**src/rtl/mem_arbiter.sv**
```systemverilog
// Shares one RAM port among per-core icache and dcache requesters.
// Data requests beat instruction requests; each class is round-robin.
module mem_arbiter #(
    parameter int CPUS = 2
) (
    input  logic                  CLK,
    input  logic                  nRST,
    input  logic [CPUS-1:0]       iREN,
    input  logic [CPUS-1:0][31:0] iaddr,
    output logic [CPUS-1:0]       iwait,
    output logic [CPUS-1:0][31:0] iload,
    input  logic [CPUS-1:0]       dREN,
    input  logic [CPUS-1:0]       dWEN,
    input  logic [CPUS-1:0][31:0] daddr,
    input  logic [CPUS-1:0][31:0] dstore,
    output logic [CPUS-1:0]       dwait,
    output logic [CPUS-1:0][31:0] dload,
    output logic                  ramREN,
    output logic                  ramWEN,
    output logic [31:0]           ramaddr,
    output logic [31:0]           ramstore,
    input  logic [31:0]           ramload,
    input  logic [1:0]            ramstate
);
    localparam int IDXW = (CPUS > 1) ? $clog2(CPUS) : 1;

    typedef enum logic {IDLE, SERVE} state_t;
    typedef enum logic {CLS_I, CLS_D} cls_t;
    typedef enum logic [1:0] {
        RAM_FREE   = 2'd0,
        RAM_BUSY   = 2'd1,
        RAM_ACCESS = 2'd2,
        RAM_ERROR  = 2'd3
    } ramstate_t;

    state_t          r_state;
    cls_t            r_cls;
    logic [IDXW-1:0] r_idx;
    logic [IDXW-1:0] r_i_ptr;
    logic [IDXW-1:0] r_d_ptr;

    logic [CPUS-1:0] w_dreq;
    logic            w_grant_valid;
    cls_t            w_grant_cls;
    logic [IDXW-1:0] w_grant_idx;
    logic            w_serve;
    logic            w_live;
    logic            w_done;
    ramstate_t       w_ramstate;

    // First requester at or after ptr, walking upward with wrap.
    function automatic logic [IDXW-1:0] rr_pick(input logic [CPUS-1:0] req,
                                                input logic [IDXW-1:0] ptr);
        logic [IDXW-1:0] pick;
        logic [IDXW-1:0] cand;
        logic            found;
        pick  = '0;
        found = 1'b0;
        for (int k = 0; k < CPUS; k++) begin
            cand = IDXW'((int'(ptr) + k) % CPUS);
            if (!found && req[cand]) begin
                pick  = cand;
                found = 1'b1;
            end
        end
        return pick;
    endfunction

    function automatic logic [IDXW-1:0] rr_next(input logic [IDXW-1:0] idx);
        return (idx == IDXW'(CPUS - 1)) ? '0 : idx + 1'b1;
    endfunction

    assign w_dreq     = dREN | dWEN;
    assign w_ramstate = ramstate_t'(ramstate);
    assign w_serve    = (r_state == SERVE);
    assign w_live     = (r_cls == CLS_D) ? w_dreq[r_idx] : iREN[r_idx];
    assign w_done     = w_serve && w_live && (w_ramstate == RAM_ACCESS);

    assign iload = {CPUS{ramload}};
    assign dload = {CPUS{ramload}};

    // NOTE: every combinational output gets a default first, so no path leaves it unassigned and no latch is inferred.
    always_comb begin
        w_grant_valid = 1'b0;
        w_grant_cls   = CLS_I;
        w_grant_idx   = '0;
        if (|w_dreq) begin
            w_grant_valid = 1'b1;
            w_grant_cls   = CLS_D;
            w_grant_idx   = rr_pick(w_dreq, r_d_ptr);
        end else if (|iREN) begin
            w_grant_valid = 1'b1;
            w_grant_idx   = rr_pick(iREN, r_i_ptr);
        end
    end

    // RAM side follows the owner's live inputs so a dropped request aborts at once.
    always_comb begin
        ramREN   = 1'b0;
        ramWEN   = 1'b0;
        ramaddr  = '0;
        ramstore = '0;
        if (w_serve) begin
            if (r_cls == CLS_D) begin
                ramWEN   = dWEN[r_idx];
                ramREN   = dREN[r_idx] & ~dWEN[r_idx];
                ramaddr  = daddr[r_idx];
                ramstore = dstore[r_idx];
            end else begin
                ramREN  = iREN[r_idx];
                ramaddr = iaddr[r_idx];
            end
        end
    end

    always_comb begin
        iwait = '1;
        dwait = '1;
        if (w_done) begin
            if (r_cls == CLS_D) dwait[r_idx] = 1'b0;
            else                iwait[r_idx] = 1'b0;
        end
    end

    // NOTE: sequential state uses non-blocking assignments so every register samples pre-edge values.
    always_ff @(posedge CLK or negedge nRST) begin
        if (!nRST) begin
            r_state <= IDLE;
            r_cls   <= CLS_I;
            r_idx   <= '0;
            r_i_ptr <= '0;
            r_d_ptr <= '0;
        end else begin
            case (r_state)
                IDLE: begin
                    if (w_grant_valid) begin
                        r_state <= SERVE;
                        r_cls   <= w_grant_cls;
                        r_idx   <= w_grant_idx;
                    end
                end
                SERVE: begin
                    if (w_done) begin
                        r_state <= IDLE;
                        if (r_cls == CLS_D) r_d_ptr <= rr_next(r_idx);
                        else                r_i_ptr <= rr_next(r_idx);
                    end else if (!w_live || w_ramstate == RAM_ERROR) begin
                        // Error or abort: release the port, pointers untouched so it is retried.
                        r_state <= IDLE;
                    end
                end
            endcase
        end
    end
endmodule

```
**config.mk**
```make
export PLATFORM = sky130hd
export DESIGN_NAME = mem_arbiter
export DESIGN_NICKNAME = d
export VERILOG_FILES = /design/src/rtl/mem_arbiter.sv
export SDC_FILE = /design/constraint.sdc
export NUM_CORES = 1
export LEC_CHECK = 0
export ABC_AREA = 1
export BUFFER_PORTS_ARGS = -buffer_cell sky130_fd_sc_hd__clkbuf_2
export CAP_MARGIN = 20
export CORE_AREA = 2 2 169 171
export CTS_BUF_LIST = sky130_fd_sc_hd__clkbuf_8 sky130_fd_sc_hd__clkbuf_16
export CTS_CLUSTER_SIZE = 28
export DETAILED_ROUTE_END_ITERATION = 7
export DIE_AREA = 0 0 171 173
export GPL_TIMING_DRIVEN = 1
export SYNTH_ARGS = -nofsm -noshare
export SYNTH_HDL_FRONTEND = slang
export SYNTH_SLANG_ARGS = --single-unit
```
**constraint.sdc**
```tcl
create_clock -name CLK -period 1.7 [get_ports CLK]
set_clock_uncertainty 0.1 [all_clocks]
set_input_delay 0 -clock CLK [delete_from_list [all_inputs] [get_ports CLK]]
set_output_delay 0 -clock CLK [all_outputs]
set_load 0.03 [all_outputs]
```
Word-level counts from Yosys, hierarchy flattened
Cells that the tools add are included.
- add/subtract/negate cells: 3
- magnitude comparators: 6
- eq/ne operators: 2
- mux-type cells: 56
- bitwise gates (word level): 6
- reductions and logical operators: 14
- operators with widths (operator ; count):
    32-bit two-way mux ; 10
    1-bit two-way mux ; 40
    1-bit by 2-bit less-than comparator with 1-bit output, second input constant ; 5
    2-bit two-way mux ; 4
    3-bit AND reduction ; 2
    1-bit logical AND ; 5
    2-bit equality test, second input constant ; 2
    2-bit OR reduction ; 2
    1-bit adder, second input constant ; 3
    1-bit logical NOT ; 3
    1-bit NOT ; 3
    2-bit NOT ; 1
    2-bit OR ; 1
    1-bit case mux with 2 select lines ; 1
    2-bit AND reduction ; 1
    1-bit bitwise AND ; 1
    1-bit demux with 1-bit select ; 1
    1-bit greater-or-equal comparator, second input constant ; 1
    1-bit logical OR ; 1
- register bits after elaboration: 5
- input port bits: 234
- output and inout port bits: 198
- logic and storage cells: 92

Longest topological paths before layout
- depth in word-level cells: 10
- gate-level depth with buffers: 9
- mapped depth without buffers: 8

Least setup slack after synthesis
No wires, ideal clock.
- path kind: flip-flop to output port
- start: register r_idx
- end: output port ramaddr[11]
- arrival time: 1.468 ns
- data required time: 1.600 ns
- path slack: 0.132 ns
- stages on the path, launching flop included: 6
- cell sequence: dfrtp_1 -> buf_4 -> nor2_2 -> buf_4 -> a22oi_1 -> a21oi_1
- longest elaborated chain between the ends: 4
- elaborated cells between the ends (all ways): 6
- those cells by class: 6 x mux
- RTL lines (item ; line ; source):
    start: declaration ; 38 ; logic [IDXW-1:0] r_idx;
    start signal: assignment ; 139 ; r_idx <= w_grant_idx;
    32-bit two-way mux, on equally long branches (2 in series) ; 111, 107 ;
    32-bit two-way mux * ; 104 ; if (r_cls == CLS_D) begin
    32-bit two-way mux * ; 103 ; if (w_serve) begin
    end: declaration ; 20 ; output logic [31:0] ramaddr,
Mark *: on every way between the ends. The rest lies on a longest branch, timed or not. The select of a mux whose other input is x is not followed.

Worst setup path in the final report
- start: register r_cls
- end: output port ramaddr[26]
- longest elaborated chain between the ends: 2
- RTL lines (item ; line ; source):
    start: declaration ; 37 ; cls_t r_cls;
    start signal: assignment ; 138 ; r_cls <= w_grant_cls;
    32-bit two-way mux ; 104 ;
    32-bit two-way mux ; 103 ;
Every way passes these cells.

==> results.sh <==
export IMPL_synth_top_family_by_area="buffers and inverters"
export IMPL_swShare=0.601
export IMPL_syn_area_um2=2590
export IMPL_violations="setup timing"
export IMPL_synth_top_cell_area_share=0.391
export IMPL_io_buffer_count=271
export IMPL_place_congestion=0.797
export IMPL_worst_slew_pin_slew_ns=1.19
export IMPL_powerDensity_nw_per_um2=1770
export IMPL_fmax_mhz=581
export IMPL_crit_required_ns=1.60
export IMPL_drc=0
export IMPL_grt_busiest_layer="met2"
export IMPL_p_leak_nw=2.15
export IMPL_crit_type="reg -> out"
export IMPL_synth_compound_area_frac=0.315
export IMPL_clkLatencyLatePin_ns=0.23
export IMPL_wire_per_inst_um=14.8
export IMPL_drv_slew=0
export IMPL_drt_iter0_markers=174
export IMPL_final_common_cell="clkbuf_2"
export IMPL_synthTopCellsByArea="buf_4 39%, a22oi_1 19%, nand2_1 12%, a21oi_1 12%, dfrtp_1 4.8%"
export IMPL_avgSynthCellArea_um2=6.36
export IMPL_hpwl_um=10800
export IMPL_worst_slack_ns=-0.0217
export IMPL_via_per_inst=3.70
export IMPL_clkPwrFrac=0.048
export IMPL_p_int_mw=3.14
export IMPL_r2r_start="r_idx"
export IMPL_synth_area_mux_share=0.00820
export IMPL_cts_tree="yes"
export IMPL_relSlewSlack=0.202
export IMPL_met1_usage=0.0834
export IMPL_min_period_ns=1.72
export IMPL_finalCritPeriodShare=1.01
export IMPL_io_pins=432
export IMPL_synth_adder_area_share=0
export IMPL_finalPower_mw=7.87
export IMPL_drv_cap=0
export IMPL_synthCells=408
export IMPL_ys_warn_count=0
export IMPL_nets=815
export IMPL_grt_pass1_vias=3335
export IMPL_grt_util_met3=0.0160
export IMPL_mostFrequentLayoutCells="205 x clkbuf_2, 84 x nand2_1, 60 x buf_4"
export IMPL_synth_largest_area_cell="buf_4"
export IMPL_root_buffer="clkbuf_16"
export IMPL_r2r_end="r_d_ptr"
export IMPL_die_height_um=173
export IMPL_pre_cts_ws_ns=0.0656
export IMPL_r2r_setup_slack_ns=0.18
export IMPL_dieWidth_um=171
export IMPL_fin_util=0.161
export IMPL_dr_pass1_iters=4
export IMPL_synth_distinct_cells=20
export IMPL_ant_nets=0
export IMPL_routed_wl_um=14200
export IMPL_finalHoldViolations=0
export IMPL_path_clk_slew_ns=0.03
export IMPL_reg2regPathDepth=8
export IMPL_initial_core_util=0.0939
export IMPL_ir_drop_uv=460
export IMPL_grt_usage=0.0818
export IMPL_die_area_um2=29600
export IMPL_drive_gt1_frac=0.591
export IMPL_clock_sinks=5
export IMPL_start_kind="register"
export IMPL_synth_xor_area_share=0
export IMPL_grtUsageMet2=0.160
export IMPL_cts_buffers_inserted=3
export IMPL_endpoint_kind="output port"
export IMPL_finalSetupViolCount=8
export IMPL_coreArea_um2=27600
export IMPL_grt_max_degree=37
export IMPL_grt_pass1_wl_um=18400
export IMPL_htree_levels=1
export IMPL_grt_overflow_total=0
export IMPL_syn_to_final_growth_pct=71.5
export IMPL_ys_seq_area_frac=0.0482
export IMPL_cp_arrival_ns=1.62
export IMPL_seqPwrFrac=0.033
export IMPL_hp_class="in -> async"
export IMPL_switching_power_mw=4.73
export IMPL_crit_path_max_fanout=17
export IMPL_num_vias=3554
export IMPL_cts_buffer_depth=2
export IMPL_status="finished, violations left"
export IMPL_comb_power_share=0.918
export IMPL_synth_simple_area_share=0.163
export IMPL_antenna_found_initial=3
export IMPL_ys_seq_elements=5
export IMPL_postSynthNetCount=642
export IMPL_rsz0062_at_grt="yes"
export IMPL_placementRows=61
[registers in the layout, indices dropped and copies added, names as in the netlist]
register / cells
r_i_ptr: 1
r_state: 1
r_d_ptr: 1
r_cls: 1
r_idx: 1
[stage by stage]
step	instance area (µm²)	hold WS, ns	cells	setup TNS [ns]
after floorplan	2590	-0.396	408	0
after global placement	3430	-0.278	912	0
after detailed placement	3430	-0.275	912	0
after CTS	4180	0.0427	952	-0.132
after global routing	4450	0.0539	960	-3.31
final	4450	0.0420	960	-0.0952
[power by group through the flow]
stage	sequential, mW	combinational [mW]	clock (mW)
after floorplan	0.214	4.57	0
after global placement	0.254	5.64	0
after detailed placement	0.255	5.70	0
after CTS	0.260	6.58	0.390
after global routing	0.270	7.70	0.402
final	0.264	7.22	0.381
[synth_stat cells (all sizes together)]
cell type and n:
a22oi 64, nand3 8, nor2 8, nand4 1, o22ai 1, buf 150, dfrtp 5, inv 11
a21oi 64, nand2 86, clkbuf 6, mux2 1, o21ai 2, mux2i 1
[kinds of logic (layout without fill, tap and decap cells)]
logic type,count (synthesis),count (layout)
flip-flops,5,5
multiplexers,2,2
AND/OR/NAND/NOR,103,103
buffers and inverters,167,339
other,0,2
AO/OA/AOI/OAI,131,131
[layer usage]
| metal | routed length, µm | vias up | share of wire |
|---|---|---|---|
| li1 | - | 1616 | - |
| met1 | 5050 | 1632 | 0.35 |
| met2 | 7470 | 278 | 0.53 |
| met3 | 1240 | 26 | 0.087 |
| met4 | 457 | 2 | 0.032 |
| met5 | 13 | - | 0.00091 |
[area by class of cell]
type	instances	area [µm²]
fillers	3173	23200
repair buffers	324	2360
multi-input cells	236	1360
well taps	378	473
flip-flops and latches	5	128
clock buffers	3	75.1
inverters	11	46.3
diodes	2	5.00
clock inverters	1	3.75
[timing repair]
action / 4_1_cts / 5_1_grt
hold buffers: 34 / 0
resized for setup: 47 / 148
setup buffers: 1 / 4
setup endpoints to repair: 67 / 69
gates cloned: 1 / 1
endpoints found under the hold margin: 134 / 0
pin swaps: 1 / 6
[critical path, stage by stage, from the launching register on]
cell and delay [ns]:
dfrtp_2 0.42, inv_4 0.06, nor2_4 0.16, buf_4 0.16, clkbuf_16 0.18, a22oi_1 0.08, a21oi_1 0.14, buf_4 0.18
[how the worst max path moves through the flow]
stage          startpoint  depth (start not counted)     endpoint  slack (ns)
4_1_cts             r_idx                          5  ramaddr[31]       -0.05
5_1_grt             r_cls                          7  ramaddr[30]       -0.11
3_5_place_dp        r_idx                          6  ramaddr[19]        0.07
6_report            r_cls                          7  ramaddr[26]       -0.02
3_3_place_gp        r_idx                          6  ramaddr[19]        0.10
2_1_floorplan       r_idx                          5  ramaddr[11]        0.13
No activity file was read; power rests on OpenSTA's default activity.
